[src/rtl/lru_way_alloc.sv]
// rtl/lru_way_alloc.sv - LRU slot allocator for a small fully-associative buffer
// Tracks slot validity and LRU->MRU order; grants fill slots through a one-deep response register.
module lru_way_alloc #(
  parameter int NUM_WAYS = 4,
  parameter int IDXW     = $clog2(NUM_WAYS)
) (
  input  logic            clk,
  input  logic            reset,
  input  logic            touch_valid,
  input  logic [IDXW-1:0] touch_idx,
  input  logic            inval_valid,
  input  logic [IDXW-1:0] inval_idx,
  input  logic            alloc_valid,
  output logic            alloc_ready,
  output logic            rsp_valid,
  output logic [IDXW-1:0] rsp_idx,
  output logic            rsp_evict,
  input  logic            rsp_ready,
  output logic [IDXW-1:0] lru_idx,
  output logic [IDXW:0]   num_valid,
  output logic            full
);

  localparam logic [IDXW:0] FULL_CNT = (IDXW+1)'(NUM_WAYS);
  localparam logic [IDXW:0] ONE      = (IDXW+1)'(1);

  logic [NUM_WAYS-1:0][IDXW-1:0] order_q, order_d, ord_t, ord_i;
  logic [NUM_WAYS-1:0]           valid_q, valid_d;
  logic [IDXW:0]                 num_valid_q, num_valid_d;
  logic                          rsp_valid_q, rsp_valid_d;
  logic [IDXW-1:0]               rsp_idx_q, rsp_idx_d;
  logic                          rsp_evict_q, rsp_evict_d;

  logic            touch_hit, inval_hit, alloc_acc;
  logic            seen_t, seen_i;
  logic [IDXW-1:0] victim;
  logic            victim_live;

  assign touch_hit   = touch_valid & valid_q[touch_idx];
  assign inval_hit   = inval_valid & valid_q[inval_idx];
  assign alloc_ready = (~rsp_valid_q | rsp_ready) & ~inval_valid;
  assign alloc_acc   = alloc_valid & alloc_ready;

  always_comb begin
    // Touch: entries above the hit slot slide down, hit slot goes to MRU.
    ord_t  = order_q;
    seen_t = 1'b0;
    if (touch_hit) begin
      for (int i = 0; i < NUM_WAYS-1; i++) begin
        seen_t = seen_t | (order_q[i] == touch_idx);
        if (seen_t) ord_t[i] = order_q[i+1];
      end
      ord_t[NUM_WAYS-1] = touch_idx;
    end

    // Inval sees the post-touch order so a colliding touch loses.
    ord_i  = ord_t;
    seen_i = 1'b0;
    if (inval_hit) begin
      for (int i = NUM_WAYS-1; i > 0; i--) begin
        seen_i = seen_i | (ord_t[i] == inval_idx);
        if (seen_i) ord_i[i] = ord_t[i-1];
      end
      ord_i[0] = inval_idx;
    end

    valid_d     = valid_q;
    num_valid_d = num_valid_q;
    if (inval_hit) begin
      valid_d[inval_idx] = 1'b0;
      num_valid_d        = num_valid_q - ONE;
    end

    victim      = ord_i[0];
    victim_live = valid_d[victim];
    order_d     = ord_i;
    rsp_idx_d   = rsp_idx_q;
    rsp_evict_d = rsp_evict_q;
    rsp_valid_d = rsp_valid_q & ~rsp_ready;

    if (alloc_acc) begin
      for (int i = 0; i < NUM_WAYS-1; i++) begin
        order_d[i] = ord_i[i+1];
      end
      order_d[NUM_WAYS-1] = victim;
      valid_d[victim]     = 1'b1;
      if (!victim_live) num_valid_d = num_valid_q + ONE;
      rsp_valid_d = 1'b1;
      rsp_idx_d   = victim;
      rsp_evict_d = victim_live;
    end

    if (reset) begin
      for (int i = 0; i < NUM_WAYS; i++) begin
        order_d[i] = IDXW'(i);
      end
      valid_d     = '0;
      num_valid_d = '0;
      rsp_valid_d = 1'b0;
      rsp_idx_d   = '0;
      rsp_evict_d = 1'b0;
    end
  end

  always_ff @(posedge clk) begin
    order_q     <= order_d;
    valid_q     <= valid_d;
    num_valid_q <= num_valid_d;
    rsp_valid_q <= rsp_valid_d;
    rsp_idx_q   <= rsp_idx_d;
    rsp_evict_q <= rsp_evict_d;
  end

  assign rsp_valid = rsp_valid_q;
  assign rsp_idx   = rsp_idx_q;
  assign rsp_evict = rsp_evict_q;
  assign lru_idx   = order_q[0];
  assign num_valid = num_valid_q;
  assign full      = (num_valid_q == FULL_CNT);

endmodule

[config.mk]
export PLATFORM = sky130hd
export DESIGN_NAME = lru_way_alloc
export DESIGN_NICKNAME = d
export VERILOG_FILES = /design/src/rtl/lru_way_alloc.sv
export SDC_FILE = /design/constraint.sdc
export NUM_CORES = 1
export LEC_CHECK = 0
export CAP_MARGIN = 0
export CELL_PAD_IN_SITES_DETAIL_PLACEMENT = 1
export CELL_PAD_IN_SITES_GLOBAL_PLACEMENT = 1
export CORE_UTILIZATION = 45
export CTS_CLUSTER_SIZE = 40
export DETAILED_ROUTE_END_ITERATION = 10
export PLACE_DENSITY = 0.84
export SYNTH_ARGS = -nofsm -noshare
export SYNTH_HDL_FRONTEND = slang
export SYNTH_SLANG_ARGS = --single-unit
[constraint.sdc]
create_clock -name clk -period 4.1 [get_ports clk]
set_input_delay 0.82 -clock clk [delete_from_list [all_inputs] [get_ports clk]]
set_output_delay 0.82 -clock clk [all_outputs]
set_load 0.01 [all_outputs]
-- After elaboration in Yosys (flattened, before gate mapping)
Index checks and enable logic that the tools add are counted.
- word-level logic and storage cells: 66
- output and inout port bits: 11
- input port bits: 10
- bits in registers: 19
- reductions and logical operators: 2
- magnitude comparators: 5
- eq/ne operators: 7
- bitwise operators: 16
- mux-type cells: 25
- $add $sub $neg: 2
- operators by type and width (operator ; count):
    8-bit two-way mux ; 3
    2-bit equality test ; 6
    2-bit two-way mux ; 6
    2-bit by 3-bit less-than comparator with 1-bit output, second input constant ; 3
    3-bit two-way mux ; 3
    4-bit two-way mux ; 2
    1-bit binary-select mux with 2-bit select ; 3
    1-bit two-way mux ; 6
    1-bit AND ; 5
    1-bit bitwise OR ; 5
    4-bit AND ; 1
    1-bit demux with 2-bit select ; 2
    2-bit by 1-bit >= comparator with 1-bit output, second input constant ; 2
    4-bit NOT ; 1
    4-bit bitwise OR ; 1
    3-bit by 1-bit adder with 3-bit output, second input constant ; 1
    3-bit equality test, second input constant ; 1
    1-bit NOT ; 3
    3-bit by 1-bit subtractor with 3-bit output, second input constant ; 1
    1-bit logical AND ; 2

-- Logic depth before layout (Yosys ltp)
Gate-level depths: netlist of run 1.
- word-level depth: 16
- mapped depth: 9
- gate-level depth less buffers: 7

-- Least setup slack after synthesis of run 1
Ideal clock, no wire load.
- path type: input to register
- from: in touch_idx[0]
- to: reg order_q[2] (netlist name)
- cell stages on the path: 9
- data arrival time: 2.739 ns
- setup slack: 1.234 ns
- data required time: 3.973 ns
- cell sequence: buf_6 mux2i_2 o21ai_0 o21ai_0 mux2_2 or2_1 buf_6 and4b_1 or3_1
- word-level cells in the longest chain between the ends: 11
- ends and longest elaborated chain (element ; RTL line ; source):
    from (decl) ; 10 ; input logic [IDXW-1:0] touch_idx,
    2-bit equality test ; 50 ; seen_t = seen_t | (order_q[i] == touch_idx);
    1-bit bitwise OR (2 in a row) ; 50 ;
    2-bit two-way mux ; 51 ; if (seen_t) ord_t[i] = order_q[i+1];
    8-bit two-way mux (*) ; 48 ; if (touch_hit) begin
    2-bit equality test ; 61 ; seen_i = seen_i | (ord_t[i] == inval_idx);
    1-bit bitwise OR (2 in a row) ; 61 ;
    2-bit two-way mux ; 62 ; if (seen_i) ord_i[i] = ord_t[i-1];
    8-bit two-way mux (*) ; 59 ; if (inval_hit) begin
    8-bit two-way mux (*) ; 81 ; if (alloc_acc) begin
    to (signal assigned) ; 106 ; order_q <= order_d;
    to (decl) ; 27 ; logic [NUM_WAYS-1:0][IDXW-1:0] order_q, order_d, ord_t, ord_i;
Mark *: on every way between the ends. The rest lies on a longest branch, timed or not. The select of a mux whose other input is x is not followed.
A chain may end at the register's enable or synchronous reset.

-- Final worst setup path of run 1
Ends and elaborated chain as after synthesis.

==> results of run 1 <==
## cell type report
class / instances / area (um2) / area share, %
repair buffers: 22 / 215 / 11.3
inverters: 6 / 22.5 / 1.18
clock buffers: 4 / 45.0 / 2.37
multi-input cells: 159 / 1180 / 62.1
flip-flops and latches: 19 / 380 / 20.0
well taps: 46 / 57.6 / 3.02
## per-layer routing
layer	vias to the layer above	part of all wire (%)	global-route usage [%]
met2	32	49	45.4
met5	-	0	0
met4	0	2.8	13.1
met3	15	2.0	3.10
met1	846	46	33.4
li1	757	-	-
## Yosys cell counts, types with 4 or more instances
| library cell | n |
|---|---|
| sky130_fd_sc_hd__a21oi_1 | 7 |
| sky130_fd_sc_hd__and2_1 | 6 |
| sky130_fd_sc_hd__clkbuf_1 | 4 |
| sky130_fd_sc_hd__dfxtp_1 | 19 |
| sky130_fd_sc_hd__inv_1 | 6 |
| sky130_fd_sc_hd__mux2_2 | 5 |
| sky130_fd_sc_hd__mux2i_1 | 5 |
| sky130_fd_sc_hd__nand2_1 | 19 |
| sky130_fd_sc_hd__nor2_1 | 16 |
| sky130_fd_sc_hd__nor2b_1 | 5 |
| sky130_fd_sc_hd__nor3_1 | 4 |
| sky130_fd_sc_hd__o211ai_1 | 5 |
| sky130_fd_sc_hd__o21a_1 | 4 |
| sky130_fd_sc_hd__o21ai_0 | 16 |
| sky130_fd_sc_hd__o221ai_1 | 4 |
| sky130_fd_sc_hd__xor2_1 | 4 |
## state kept, by name (all words and copies together) (netlist names)
name / cells
order_q: 6
valid_q: 4
num_valid: 3
lru_idx: 2
rsp_idx: 2
rsp_evict: 1
rsp_valid: 1
## through the flow
| step | area [um2] | hold WS, ns |
|---|---|---|
| final | 1900 | 0.470 |
| after global routing | 1900 | 0.498 |
| after CTS | 1900 | 0.471 |
| after detailed placement | 1860 | 0.450 |
| after global placement | 1860 | 0.444 |
| after floorplan | 1660 | 0.481 |
## power breakdown
group	switching [mW]	total (mW)	internal (mW)	leakage (nW)
registers	0.0242	0.227	0.203	0.156
logic	0.127	0.228	0.101	0.530
clock network	0.0672	0.136	0.0693	0.0228
## worst max-delay path, stage by stage
cell and delay [ns]:
sky130_fd_sc_hd__clkdlybuf4s50_1 0.82, sky130_fd_sc_hd__mux2i_2 0.49, sky130_fd_sc_hd__o21ai_0 0.12, sky130_fd_sc_hd__o21ai_0 0.21, sky130_fd_sc_hd__mux2_2 0.41, sky130_fd_sc_hd__or2_1 0.35
sky130_fd_sc_hd__and4b_1 0.22, sky130_fd_sc_hd__or3_1 0.29
## worst paths after layout
path,end,slack (ns),cells past startpoint
max,order_q[2],0.50,8
min,rsp_idx[1],0.47,2
max reg2reg,order_q[2],1.52,7
min reg2reg,rsp_idx[1],0.47,2
## kinds of logic after synthesis
family | after synthesis | share of synthesized area, %
AO/OA/AOI/OAI | 69 | 35.2
AND/OR/NAND/NOR | 67 | 20.1
flip-flops | 19 | 22.9
buffers and inverters | 18 | 6.09
multiplexers | 13 | 9.40
XOR/XNOR | 7 | 4.14
adder cells (fa/ha/maj) | 3 | 2.26
==> reports/results.txt, run 1 <==
The H-tree depth is 1, and the static power due to leakage is 0.708 nW. For the fill cell total of the finished layout, the log shows 421. For the pin with the worst max-slew slack, the measured transition is 0.635 ns. The library cell used most frequently in the layout, excluding fill and tap cells, is sky130_fd_sc_hd__clkdlybuf4s50_1. The first TritonRoute pass finished after 5 iterations.

Compared with the post-synthesis result, the final layout area differs by 14.4%. Setup repair after global routing left no endpoint under its margin. The number of synthesized flops with an enable pin is 0, and the total core area is 0.00344 mm2. During synthesis, Yosys emitted a total of 0 warnings. The period utilization works out to 87.7%.

The critical path is of the in -> reg type. Across the run, the number of max-cap violations was 0. Excluding fillers, the count of instances in the completed layout stands at 256. STA classifies the critical path startpoint as an input pin. The power per unit of standard cell area works out to 311 mW/mm2.

Area enclosed by the die boundary: 0.00395 mm2. The run gives 21 as the count of standard-cell rows. Minimum period implied by the final worst setup slack: 3.60 ns. Total power for the finished layout comes to 0.591 mW.

In the final routed layout, each cell accounts on average for 19.5 um. The largest driver fanout on the critical path is 9, and the number of global-route vias before repair is 1717. The CTS buffer count was 3.

The count of endpoints failing hold in the final timing report is 0, and the end-of-flow core utilization is 55.3%. The run gives 0 as the post-route antenna net violation count. The worst register-to-register path begins at order_q[2]. The max-slew violation count was 0; the die boundary width was 62.8 um. The number of nets handed over by synthesis was 209.

The clock passes through at most 2 buffers. The worst setup path is captured at a register. By area the synthesized netlist is led by sky130_fd_sc_hd__dfxtp_1 (23%), sky130_fd_sc_hd__o21ai_0 (4.8%), sky130_fd_sc_hd__nand2_1 (4.3%). The maximum achievable frequency is 0.278 GHz.

The total overflow left after global routing is 0. The final-report setup violation count is 0. The detailed router finished its first iteration with 116 violations. The run gives 8360 um as the global-route wire length before repair. After synthesis, the share of flip-flops with an asynchronous set or reset is 0%.

The remaining routing DRC violations is 0. At the placement stage, the worst setup path has a slack of 0.261 ns. The tools report the number of I/O pins as 21. The least setup slack across all paths after layout was 0.504 ns; the maximum number of pins on one net before global-route repair was 16. After detailed routing, the number of vias per cell comes to 6.45. The synthesized netlist occupies a cell area of 0.00166 mm2. Initial cell density of the core: 48.3%. The tightest min-delay check is of the reg -> reg type. Clock-pin slew was measured on the worst setup and hold paths at 0.07 ns.

The tree is rooted in a sky130_fd_sc_hd__clkbuf_8. For the total track usage, the log shows 26.8%. The critical path starts at touch_idx[0]. In the layout the commonest cells are sky130_fd_sc_hd__clkdlybuf4s50_1 (20), sky130_fd_sc_hd__nand2_1 (19), sky130_fd_sc_hd__dfxtp_1 (19). Synthesis handed over a netlist of 196 instances. Final sum of negative setup slack: 0 ns. During placement, the flow inserted port buffers numbering 20. In this run, post-CTS repair resized a total of 0 instances. Most instantiated flip-flop cell in the synthesis netlist: sky130_fd_sc_hd__dfxtp_1.

The run finished with clean final reports. The post-synthesis cell type with the largest combined area was sky130_fd_sc_hd__dfxtp_1. After legalization and detailed placement, the total HPWL measured 3780 um. The clock arrives with 0.00210 ns of skew. After detailed routing, the total wire length is 4990 um.

Measured along the y axis, the die boundary spans 62.8 um. In this run, post-CTS hold repair placed 0 buffers. The number of distinct library cell variants in the gate-level netlist after synthesis was 62; the count of antenna diodes in the layout was 0. The net count of the finished layout came out at 224. The run gives 0.26 ns as the clock latency on the worst-skew pair. Data on the critical path is required at its endpoint by 4.25 ns.

For the cell total after placement, the log shows 252. The worst slew slack as a fraction of its limit is 57.5%. The tools report the number of buffers inserted by post-CTS setup repair as 0.

For this run, the register share of the synthesized area comes to 22.9%. The share of post-route cells with drive strength above 1 is 12.4%, and the final weighted congestion in routability-driven placement is 0.890. The number of antenna violations at the first check in global routing was 0; the average footprint of a synthesized cell was 8.49 um2. Number of synthesized register bits: 19. Worst hold path startpoint: rsp_idx[1].

The final route contains 1650 vias. Counting every sink on the clock net gives 19. In this run the biggest area consumer among cell types represents 22.9% of the synthesized area. Data arrives at the worst endpoint at 3.75 ns. TritonCTS built the clock tree.

VDD sags by at most 0.157 mV.
(Power assumes the default switching activity.)
==> run 2: changes to the inputs <==
--- a/config.mk
+++ b/config.mk
@@ -8,10 +8,12 @@
 export CAP_MARGIN = 0
 export CELL_PAD_IN_SITES_DETAIL_PLACEMENT = 1
 export CELL_PAD_IN_SITES_GLOBAL_PLACEMENT = 1
-export CORE_UTILIZATION = 45
+export CORE_UTILIZATION = 38
+export CTS_CLUSTER_DIAMETER = 40
 export CTS_CLUSTER_SIZE = 40
 export DETAILED_ROUTE_END_ITERATION = 10
-export PLACE_DENSITY = 0.84
+export GPL_TIMING_DRIVEN = 0
+export PLACE_DENSITY = 0.75
 export SYNTH_ARGS = -nofsm -noshare
 export SYNTH_HDL_FRONTEND = slang
 export SYNTH_SLANG_ARGS = --single-unit
==> constraint.sdc (replaced) <==
create_clock -name clk -period 2.96 [get_ports clk]
set_input_delay 0.592 -clock clk [delete_from_list [all_inputs] [get_ports clk]]
set_output_delay 0.592 -clock clk [all_outputs]
set_load 0.01 [all_outputs]
==> run 2 against run 1 <==
Register-to-register slack lost 1.1 ns. Sequential power grew 36%. Cell count grew 5.1%. Combinational power grew 46%. Count of clock-buffer cells in the layout is the same. Non-clock buffer count grew 9. Total power grew 42%. Clock power grew 43%.
==> reports/results.txt, run 2 (synthesis gave the netlist of run 1 again) <==
For the worst setup path, the data arrival time is 3.01 ns. Setup repair after global routing left no endpoint under its margin. The register with the most flip-flops in the layout has 6 of them. Across all hold checks on the routed design, the worst slack comes to 0.461 ns. At the end of routability-driven placement, the weighted congestion stood at 0.884.

Summing internal, switching and leakage power gives 0.839 mW. The largest driver fanout on the critical path is 10. For this block, the initial DRC count from the detailed router was 31. The worst setup path is captured at a register.

The post-placement worst setup slack is -0.387 ns, and the overall routed net length is 4970 um. The total track usage is 23.8%, and the total core area is 0.00412 mm2. The clock period could shrink to 2.86 ns. The worst pin sits at a relative slew slack of 61.4%.

The tools report the post-route antenna net violation count as 0. Detailed routing inserted a total of 1602 vias. The tools report the H-tree depth as 1.

The maximum achievable frequency came out at 0.350 GHz. The die is 68.2 um wide. Max-cap violations in this run came to 0. The global-route wire length before repair is 8130 um. The number of optimization iterations in the first detailed-route pass is 4, and the share of post-route cells with drive strength above 1 is 16.0%. Sum of overflow across all layers after global routing: 0. For this run, design rule violations remaining after detail routing come to 0. In this run the clock root is driven by a sky130_fd_sc_hd__clkbuf_8. In this run the power density over the cells is 423 mW/mm2. The area growth from synthesis to final layout is 19.2%, and the number of I/O pins is 21.

The y dimension of the die came out at 68.2 um. For the max-slew violation count, the log shows 0. The slew at the pin closest to its max-slew limit is 0.576 ns.

The run gives 0 as the count of endpoints failing hold in the final timing report. The run gives 11 as the maximum number of pins on one net before global-route repair. The largest single stage delay on the critical path is 0.49 ns. In the layout the commonest cells are sky130_fd_sc_hd__nand2_1 (19), sky130_fd_sc_hd__dfxtp_1 (19), sky130_fd_sc_hd__clkdlybuf4s50_1 (17). In this run, CTS created clock tree buffers numbering 3.

The logs give 0.762 nW for the static power due to leakage and 233 for the net count of the finished layout. The most numerous cell type found on the critical path is sky130_fd_sc_hd__mux2_2. For this configuration, the core starts out at a cell density of 40.4%. For the worst-skew pair, the clock arrives at the later sink with an insertion delay of 0.26 ns. The run gives 0.00465 mm2 as the area enclosed by the die boundary. The path class of the tightest hold or removal check is reg -> reg. Clock-pin slew was measured on the worst setup and hold paths at 0.08 ns. Setup violations remaining at the end of the flow were counted as 0. The count of standard-cell rows is 23. Category of the critical setup timing path: in -> reg. Between clock sinks in the finished design, the worst skew comes to 0.00442 ns. Ranked by flip-flop count, first place goes to order_q.

The run gives 3910 um as the placed wire-length estimate. The buffer levels on the longest clock path was 2. STA classifies the critical path startpoint as an input pin. The number of antenna violations at the first check in global routing came out at 0.

The tree built by TritonCTS fans out to 19 sinks. In the routed layout, each cell is associated on average with a via count of 5.96. The critical path goes through clkdlybuf4s50_1 -> buf_4 -> mux2_2 -> a22o_1 -> buf_2 -> o21a_4 -> o31ai_4 -> a22oi_2 -> mux2_2. The repair_antennas step left the layout with diodes totalling 0. After detailed routing, the average wire length per cell comes to 18.5 um. The period utilization works out to 96.5%. For this design, the slowest cell found on the critical path is sky130_fd_sc_hd__clkdlybuf4s50_1. In this run, post-CTS hold repair placed 0 buffers.

The number of input and output port buffers inserted came out at 17. TritonCTS built the clock tree. The least setup slack across all paths after layout was 0.103 ns. The flow ran to the end, and the final reports show no timing, DRC or antenna violations. The run gives 3.12 ns as the data required time at the worst endpoint. The number of global-route vias before repair was 1680; the worst ir drop on vdd was 0.226 mV.
## run 2: final timing paths
kind | start | to | slack (ns) | cells past startpoint
hold / removal | rsp_idx[1] | rsp_idx[1] | 0.46 | 2
setup / recovery | inval_idx[0] | num_valid[2] | 0.10 | 9
hold reg to reg | rsp_idx[1] | rsp_idx[1] | 0.46 | 2
setup reg to reg | valid_q[3] | order_q[2] | 0.42 | 8
## run 2: routing by layer
metal / wire length, um / vias up / GRT usage, % / part of all wire, %
met4: 33 / 0 / 6.25 / 0.66
met1: 2320 / 792 / 29.8 / 47
met3: 145 / 4 / 2.33 / 2.9
met2: 2480 / 29 / 42.8 / 50
li1: - / 777 / - / -
met5: 0 / - / 0 / 0
## run 2: repair_timing
item | CTS | global route
resized for setup | 1 | 6
pin swaps | 1 | 1
setup endpoints to repair | 2 | 4
setup buffers | 2 | 0
## run 2: critical path: cells and delay by family
kind / cells / cell delay (ns)
AO/OA/AOI/OAI: 4 / 0.89
buffers and inverters: 3 / 0.87
multiplexers: 2 / 0.65
## run 2: area by class of cell
cell class	instances	area, um2
repair buffers	19	185
plain buffers	12	81.3
well taps	50	62.6
fillers	508	2130
inverters	6	22.5
clock buffers	4	45.0
flip-flops and latches	19	380
multi-input cells	159	1210
## run 2: stage by stage
stage	cells	utilization [%]	area [um2]	setup TNS, ns
after floorplan	196	-	1660	0
after global placement	263	46.1	1900	-1.02
after detailed placement	263	46.1	1900	-1.57
after CTS	269	47.8	1970	0
after global routing	269	48.2	1980	0
final	269	48.2	1980	0
## run 2: power by group
group / switching [mW] / total (mW) / internal (mW)
clock: 0.0993 / 0.195 / 0.0960
combinational: 0.183 / 0.334 / 0.152
sequential: 0.0286 / 0.309 / 0.280
total: 0.311 / 0.839 / 0.528
==> run 3: changes to the inputs <==
--- a/config.mk
+++ b/config.mk
@@ -8,12 +8,12 @@
 export CAP_MARGIN = 0
 export CELL_PAD_IN_SITES_DETAIL_PLACEMENT = 1
 export CELL_PAD_IN_SITES_GLOBAL_PLACEMENT = 1
-export CORE_UTILIZATION = 38
+export CORE_UTILIZATION = 42
 export CTS_CLUSTER_DIAMETER = 40
 export CTS_CLUSTER_SIZE = 40
 export DETAILED_ROUTE_END_ITERATION = 10
 export GPL_TIMING_DRIVEN = 0
-export PLACE_DENSITY = 0.75
+export PLACE_DENSITY = 0.79
 export SYNTH_ARGS = -nofsm -noshare
 export SYNTH_HDL_FRONTEND = slang
 export SYNTH_SLANG_ARGS = --single-unit
==> constraint.sdc (replaced) <==
create_clock -name clk -period 2.85 [get_ports clk]
set_input_delay 0.57 -clock clk [delete_from_list [all_inputs] [get_ports clk]]
set_output_delay 0.57 -clock clk [all_outputs]
set_load 0.01 [all_outputs]
==> run 3 against run 2 <==
Setup slack better by 0.016 ns. Clock power is 2% higher. Sequential cell count unchanged. Total power is 3.4% higher.
==> reports/results.txt, run 3 (synthesis gave the netlist of run 1 again) <==
The clock period could shrink to 2.73 ns. The tools report the count of standard-cell rows as 22. The worst register-to-register path begins at valid_q[2].

The final sum of negative setup slack came out at 0 ns. The class of the most critical hold timing path is reg -> reg. In this run the tightest slew margin relative to its limit is 62.7%. For the max-slew violation count, the log shows 0. The number of antenna diodes in the final layout is 0. The first detailed-routing pass took 4 iterations. The number of input and output port buffers inserted came out at 17.

For this block, the initial DRC count from the detailed router was 87. The HPWL after detailed placement is 3900 um. The buffer levels on the longest clock path was 2; the least setup slack across all paths after layout was 0.119 ns.

After floorplanning, the core was sized to cover 0.00374 mm2. Period utilization: 95.8%. The logs give 0.00368 ns for the worst clock skew and 0 for the sum of overflow across all layers after global routing. The maximum achievable frequency came out at 0.366 GHz. Category of the critical setup timing path: in -> reg. For this design, the CTS-stage hold fixing added 0 buffers. The flow ran to the end, and the final reports show no timing, DRC or antenna violations. The largest individual stage delay along the critical path comes from the cell sky130_fd_sc_hd__clkdlybuf4s50_1.

The final weighted congestion in routability-driven placement was 0.861; the total track usage was 27.1%. The register with the most flip-flops in the final layout is order_q. From synthesis to final layout, the design area changed by 19.7%. The CTS buffer count is 3. The register with the most flip-flops in the layout has 6 of them.

The number of global-route vias before repair is 1747, and the die boundary width is 64.9 um. The tools report the H-tree depth as 1. In this run the count of I/O pins placed on the die edge is 21. In the final layout, the share of cells above drive strength 1 is 17.0%.

The library cells used most frequently in the layout, excluding fill and tap cells, are sky130_fd_sc_hd__nand2_1 (19), sky130_fd_sc_hd__dfxtp_1 (19), sky130_fd_sc_hd__clkdlybuf4s50_1 (17). Per-cell routed wire length: 19.3 um. Once detail routing completed, the nets flagged for antenna violations numbered 0.

For this configuration, the core starts out at a cell density of 44.5%. The tools report the sort of element at the start of the critical path as an input pin. The delay contributed by the slowest stage of the critical path was 0.49 ns; the total via count in the routed design was 1639. At the end of the flow, the number of nets in the layout was 232. For the worst setup path, the data required time is 3.01 ns. The number of antenna violations at the first check in global routing was 0.

In this run the vertical extent of the chip is 64.9 um. In this run the static leakage power is 0.764 nW. Max-cap violations in this run came to 0. In the routed layout, each cell is associated on average with a via count of 6.16.

Endpoint class of the critical path: a register. The slew at the pin closest to its max-slew limit works out to 0.548 ns. The later pin in the worst-skew pair is clocked with a latency of 0.27 ns. Area enclosed by the die boundary: 0.00422 mm2. After clock tree synthesis, the clock-pin slew on the worst setup and hold paths is 0.08 ns. The count of endpoints failing hold in the final timing report came out at 0. Across the VDD grid, the largest voltage drop is 0.293 mV. The global-route wire length before repair is 8670 um, and the power per unit of standard cell area is 436 mW/mm2. For this run, design rule violations remaining after detail routing come to 0. CTS placed an instance of sky130_fd_sc_hd__clkbuf_8 at the clock tree root. For this design, the sink count on the clock tree is 19. Setup violations remaining at the end of the flow were counted as 0.

Data arrives at the worst endpoint at 2.89 ns. After detailed routing, the total wire length is 5140 um. The critical path goes through clkdlybuf4s50_1 -> nand2_1 -> o22a_4 -> o2bb2ai_1 -> nor3_1 -> o221ai_4 -> and4b_1 -> or3_1.

Worst hold path startpoint: rsp_idx[1]. In this run the worst setup path begins at touch_valid. The post-placement worst setup slack is -0.387 ns. Entering global routing, the biggest net connects 11 pins.

In this run the worst path has a maximum fanout of 8. TritonCTS built the clock tree.
[run 3: changes by cell type in the layout (fill, tap and decap cells not counted), sizes merged]
cell	change
buf	-1
[run 3: final timing paths]
check	end	slack, ns	cells past startpoint
setup reg to reg	order_q[2]	0.28	8
setup / recovery	order_q[2]	0.12	8
hold / removal	rsp_idx[1]	0.46	2
hold reg to reg	rsp_idx[1]	0.46	2
[run 3: final cells by class]
cell class	count	area, um2
buffer	12	85.1
multi-input combinational	159	1220
clock buffer	4	45.0
timing repair buffer	18	178
tap	48	60.1
inverter	6	22.5
sequential	19	380
fill	459	1750
[run 3: report_power, final]
group | switching, mW | leakage, nW | internal, mW
logic | 0.191 | 0.586 | 0.157
clock network | 0.0989 | 0.0228 | 0.0999
registers | 0.0292 | 0.156 | 0.291
total | 0.319 | 0.764 | 0.549
[run 3: what timing repair did]
action / CTS / global route
endpoints found under the setup margin: 2 / 5
setup buffers: 1 / 0
gates resized for setup: 2 / 9
pin swaps: 1 / 0
[run 3: worst max-delay path: cells and delay by family]
kind | cells | cell delay (ns)
buf+inv | 1 | 0.49
simple gates | 4 | 1.06
compound gates | 3 | 0.76
[run 3: metrics by stage]
stage          utilization (%)  total power [mW]  cell area [um2]  hold WS (ns)  std cells
2_1_floorplan                -             0.547             1660         0.481        196
3_3_place_gp              50.6             0.632             1890         0.443        261
3_5_place_dp              50.6             0.653             1890         0.461        261
4_1_cts                   52.3             0.861             1960         0.472        266
5_1_grt                   53.2             0.921             1990         0.508        266
6_report                  53.2             0.868             1990         0.465        266
[run 3: layer usage]
metal / GRT usage [%] / share of wire (%)
met1: 31.9 / 43
met2: 48.6 / 51
met3: 3.52 / 3.1
met4: 11.4 / 2.4
met5: 0 / 0
